### src/rtl/nibble_serial_add_ctrl.sv
// Sequencer that steps one shared 4-bit adder across wide operands,
// LSB nibble first, with the carry chained from each nibble into the next.
module nibble_serial_add_ctrl #(
   parameter int unsigned NIBBLES = 4,
   localparam int unsigned W = 4 * NIBBLES
) (
   input  logic         clk,
   input  logic         rst,
   input  logic         start,
   input  logic [W-1:0] op_a,
   input  logic [W-1:0] op_b,
   input  logic         cin,
   output logic         busy,
   output logic         done,
   output logic [W-1:0] sum,
   output logic         cout,
   output logic [3:0]   add_a,
   output logic [3:0]   add_b,
   output logic         add_cin,
   input  logic [3:0]   add_s,
   input  logic         add_cout
);

   localparam int unsigned IDX_W = (NIBBLES > 1) ? $clog2(NIBBLES) : 1;
   localparam logic [IDX_W-1:0] LAST_IDX = IDX_W'(NIBBLES - 1);

   typedef enum logic [1:0] {
      S_IDLE = 2'd0,
      S_RUN  = 2'd1,
      S_DONE = 2'd2
   } state_t;

   state_t             state;
   logic [IDX_W-1:0]   idx;
   logic               carry;
   logic [W-1:0]       a_r;
   logic [W-1:0]       b_r;

   // Controller: operand capture, per-nibble result capture, carry chaining
   always_ff @(posedge clk or posedge rst) begin
      if (rst) begin
         state <= S_IDLE;
         idx   <= '0;
         carry <= 1'b0;
         a_r   <= '0;
         b_r   <= '0;
         sum   <= '0;
         cout  <= 1'b0;
      end else begin
         case (state)
            S_IDLE, S_DONE: begin
               if (start) begin
                  a_r   <= op_a;
                  b_r   <= op_b;
                  carry <= cin;
                  idx   <= '0;
                  sum   <= '0;
                  cout  <= 1'b0;
                  state <= S_RUN;
               end else begin
                  state <= S_IDLE;
               end
            end
            S_RUN: begin
               sum[{idx, 2'b00} +: 4] <= add_s;
               carry                  <= add_cout;
               if (idx == LAST_IDX) begin
                  cout  <= add_cout;
                  idx   <= '0;
                  state <= S_DONE;
               end else begin
                  idx <= idx + IDX_W'(1);
               end
            end
            default: begin
               idx   <= '0;
               state <= S_IDLE;
            end
         endcase
      end
   end

   assign busy = (state == S_RUN);
   assign done = (state == S_DONE);

   // Adder operands are only presented while running; quiet otherwise
   always_comb begin
      add_a   = 4'h0;
      add_b   = 4'h0;
      add_cin = 1'b0;
      if (state == S_RUN) begin
         add_a   = a_r[{idx, 2'b00} +: 4];
         add_b   = b_r[{idx, 2'b00} +: 4];
         add_cin = carry;
      end
   end

endmodule
### config.mk
export PLATFORM = sky130hd
export DESIGN_NAME = nibble_serial_add_ctrl
export DESIGN_NICKNAME = d
export VERILOG_FILES = /design/src/rtl/nibble_serial_add_ctrl.sv
export SDC_FILE = /design/constraint.sdc
export NUM_CORES = 1
export LEC_CHECK = 0
export ABC_AREA = 1
export CORE_MARGIN = 10
export CORE_UTILIZATION = 49
export DETAILED_ROUTE_END_ITERATION = 12
export GPL_ROUTABILITY_DRIVEN = 0
export PLACE_DENSITY_LB_ADDON = 0.1
export SETUP_SLACK_MARGIN = 0.3
export SLEW_MARGIN = 15
export SYNTH_ARGS = -nofsm -noshare
export SYNTH_HDL_FRONTEND = slang
export SYNTH_SLANG_ARGS = --single-unit
### constraint.sdc
create_clock -name clk -period 1.93 [get_ports clk]
set_input_delay 0.2895 -clock clk [delete_from_list [all_inputs] [get_ports clk]]
set_output_delay 0.2895 -clock clk [all_outputs]
set_load 0.05 [all_outputs]
# Yosys cells after proc, flatten, opt, wreduce, memory -nomap -nowiden
# Cells that the tools add are included.
# W data, S select, Z words.
# totals
regBits	54
inputBits	41
output_inout_bits	28
elab_cells	41
# op_classes
add_sub_neg	2
n_eq_ne	5
shift	4
muxes	17
reduce_logical	6
# ops
cell	n
$pmux W16 S2	1
$shiftx A16 B5 Y4	2
$bwmux W16	1
$mux W16	1
$shift A4 B6 Y16 const A	1
$shiftx A4 B6 Y16	1
$mux W4	2
$pmux W2 S2	2
$mux W2	3
$neg A4 Y6	1
$mux W1	5
$eq A2 B2 Y1 const B	2
$pmux W1 S2	2
$reduce_and A2 Y1	2
$reduce_and A3 Y1	1
$add A2 B1 Y2 const B	1
$eq A2 B1 Y1 const B	1
$logic_not A2 Y1	1
$ne A2 B1 Y1 const B	1
$ne A2 B2 Y1 const B	1
$reduce_bool A2 Y1	1
$reduce_or A2 Y1	1

# Depth between registers and ports, before layout
# logic_depth
ltp_word	4
ltp_mapped	7
depth_no_buf	6

# Worst setup path before layout
# No wires, ideal clock.
# synth_timing
kind	register -> output
start	register idx[1]
end	output port add_a[0]
arrival_ps	1591
t_required_ps	1640
slack_ps	49
stages_incl_launch_ff	5
path_buffers	1
cell_sequence	dfrtp_1 -> buf_2 -> clkinv_1 -> nand3_1 -> a21oi_1
# synth_via
elab_chain_cells	2
# synth_rtl
element	line_no	text
from (decl)	34	logic [IDX_W-1:0] idx;
from (signal assigned)	72	idx <= idx + IDX_W'(1);
$shiftx A16 B5 Y4	92	add_a = a_r[{idx, 2'b00} +: 4];
$mux W4	91	if (state == S_RUN) begin
to (decl)	17	output logic [3:0] add_a,
# Every way passes these cells.

# Worst setup path after layout
# layout_timing
start	register idx[0]
end	output port add_a[0]
# Same word-level chain as after synthesis.

==> impl_results.md <==
- Largest family of logic cells by synthesized area: simple AND/OR/NAND/NOR gates
- Cell taking the most area after synthesis: dfrtp_1
- Gate count after technology mapping: 318
- Commonest non-fill, non-tap cell in the layout: nand2_1
- Worst rel slew slack: 0.660
- Final-report hold violation count: 0
- Crit share post-route: 0.928
- Die height: 94.1 microns
- HP Class: in2async
- Mapped cell area: 2690 sq um
- Dpl cell area: 3540 sq um
- Max-cap violations: 0
- Yosys warning total: 0
- Number of global-route vias before repair: 2,305
- Post-Synth Simple-Gate Area: 0.231
- PD cells: 1790 nW/um^2
- Diode count: 0
- Data required, critical path: 1640 ps
- RSZ-0062 raised after global routing: true
- Vias: 2,325
- Lkg Pwr: 0.00194 uW
- Gr usage total: 0.153
- Final worst clock skew: 9.22 ps
- Xor and xnor area share after synthesis: 0
- Initial drt markers: 125
- CP Capture Type: primary output
- WS Path Type: reg2out
- Fraction of layout cells with a size suffix above 1: 0.277
- Clock Root Buffer: clkbuf_8
- Finished Cell Area: 4030 sq um
- TritonRoute pass-1 iters: 4
- Fin Setup TNS: 0 ps
- Final nets: 443
- Non-Filler Instances: 467
- Worst-path clk slew: 90 ps
- Mapped Nets: 365
- Area growth from synthesis to layout: 49.7%
- CTS buffer count: 5
- Top cell type's share of synthesized area: 0.503
- Detail Route Antenna Nets: 0
- Core area: 5200 sq um
- Grt ovf: 0
- Multiplexer area fraction after synthesis: 0
- Max Clock Freq: 0.558 GHz
- Num rows: 26
- Worst-Margin Slew: 513 ps
- Per-cell routed wire length: 15.5 microns
- Sequential cell area fraction in the yosys report: 0.503
- Final setup viols: 0
- # clock sinks: 54
- # DRC: 0
- Final HPWL DP: 4.62 mm
- Via density: 4.98
- Worst-skew pair later-pin latency: 310 ps
- # placed instances: 449
- Pin count of the biggest net entering global routing: 55
- Main area contributors after synthesis: dfrtp_1, nand2_1, o21ai_2
- Compound-Gate Fraction of Synth Area: 0.131
- Outcome: complete, no violations
- CTS tree: done
- Final Critical Period: 1790 ps
- Slew Viols, Final: 0
- Syn avg cell area: 8.46 sq um
- Crit path DAT: 1500 ps
- H-Tree Depth: 2
- #FFs+latches synth: 54
- Total length of routed wires: 7.22 mm
- Crit-path max FO: 13
- Die ar.: 8850 sq um
- Critical path launch point type: flop
- Initial antenna violation count: 0
- Adder-Cell Fraction of Synth Area: 0.0279
- PortBufs: 68
- Worst-case clock buffer depth: 2
- Initial core utilization: 0.517
- I/O pin total: 69
- Filler cells: 361
- Commonest cells after routing, fill and taps aside: nand2_1, dfrtp_1, inv_1, clkdlybuf4s50_1
- First-pass GRT wire length: 10.9 mm
- Die Span X: 94.1 microns
- VDD IR max: 1.08 mV
- Cell variety after synth: 21
worst paths after layout:
kind / start / end / slack [ps] / cells past startpoint
worst max-delay path: idx[0] / add_a[0] / 140 / 5
worst min-delay path: rst / sum[7] / 340 / 3
worst max register to register: idx[0] / idx[0] / 320 / 6
worst min register to register: sum[9] / sum[9] / 510 / 2
max in group asynchronous: rst / idx[0] / 1320 / 3
min in group clk: sum[9] / sum[9] / 510 / 2
where the power goes:
| group | leakage [uW] | internal, uW | switching (uW) |
|---|---|---|---|
| clock network | 0.0000575 | 363 | 361 |
| logic | 0.00119 | 1870 | 2880 |
| registers | 0.000689 | 1570 | 167 |
| total | 0.00194 | 3800 | 3410 |
synth_stat cells:
master,number
buf_6,6
o21ai_2,22
nand3_1,36
nor2_1,8
o21ai_0,16
buf_2,8
nand4_1,4
clkinv_1,1
dfrtp_1,54
ha_1,6
a21oi_1,8
buf_4,1
o21ai_1,8
inv_2,3
nand2_2,2
inv_1,42
nand3b_1,1
nor2_8,1
nand2_1,89
or2_1,1
nor2_2,1
cells by family (layout without fill, tap and decap cells):
kind of cell / count (synthesis) / after routing
AO/OA/AOI/OAI: 54 / 54
buffers and inverters: 61 / 140
adder cells (fa/ha/maj): 6 / 6
AND/OR/NAND/NOR: 143 / 143
flip-flops: 54 / 54
layer usage:
layer / GRT usage / share of wire / vias to the layer above
met5: 0 / 0 / -
met1: 0.179 / 0.41 / 1090
met4: 0.0443 / 0.016 / 0
met2: 0.265 / 0.51 / 62
li1: - / - / 1158
met3: 0.0456 / 0.059 / 15
area by class of cell:
| type | instances | area [sq um] | share of cell area |
|---|---|---|---|
| flip-flops and latches | 54 | 1350 | 0.336 |
| multi-input cells | 203 | 1310 | 0.325 |
| repair buffers | 84 | 960 | 0.238 |
| inverters | 46 | 188 | 0.0466 |
| clock buffers | 8 | 110 | 0.0274 |
| well taps | 70 | 87.6 | 0.0218 |
| repair inverters | 2 | 20.0 | 0.00497 |
flip-flops by register name (all words and copies together) (netlist names):
| name | count |
|---|---|
| a_r | 16 |
| cout | 1 |
| state | 2 |
| carry | 1 |
| b_r | 16 |
| sum | 16 |
| idx | 2 |
critical path, stage by stage, from the launching register on:
cell	delay (ps)
dfrtp_2	470
buf_12	170
nand2_1	120
nand3_4	90
a21oi_4	190
buf_12	150
through the flow:
stage	hold slack [ps]	setup slack [ps]	total power, uW	utilization
3_3_place_gp	492	411	5530	0.681
5_1_grt	376	98.1	7620	0.773
4_1_cts	363	146	6620	0.726
2_1_floorplan	410	326	4300	-
3_5_place_dp	494	350	5590	0.681
6_report	336	139	7210	0.773
timing repair:
item | 4_1_cts | 5_1_grt
pin swaps | 7 | 12
hold buffers | 0 | 0
setup endpoints to repair | 26 | 14
gates cloned | 1 | 2
gates resized for setup | 40 | 44
buffers inserted | 3 | 4
Power figures use the tool's default switching activity.
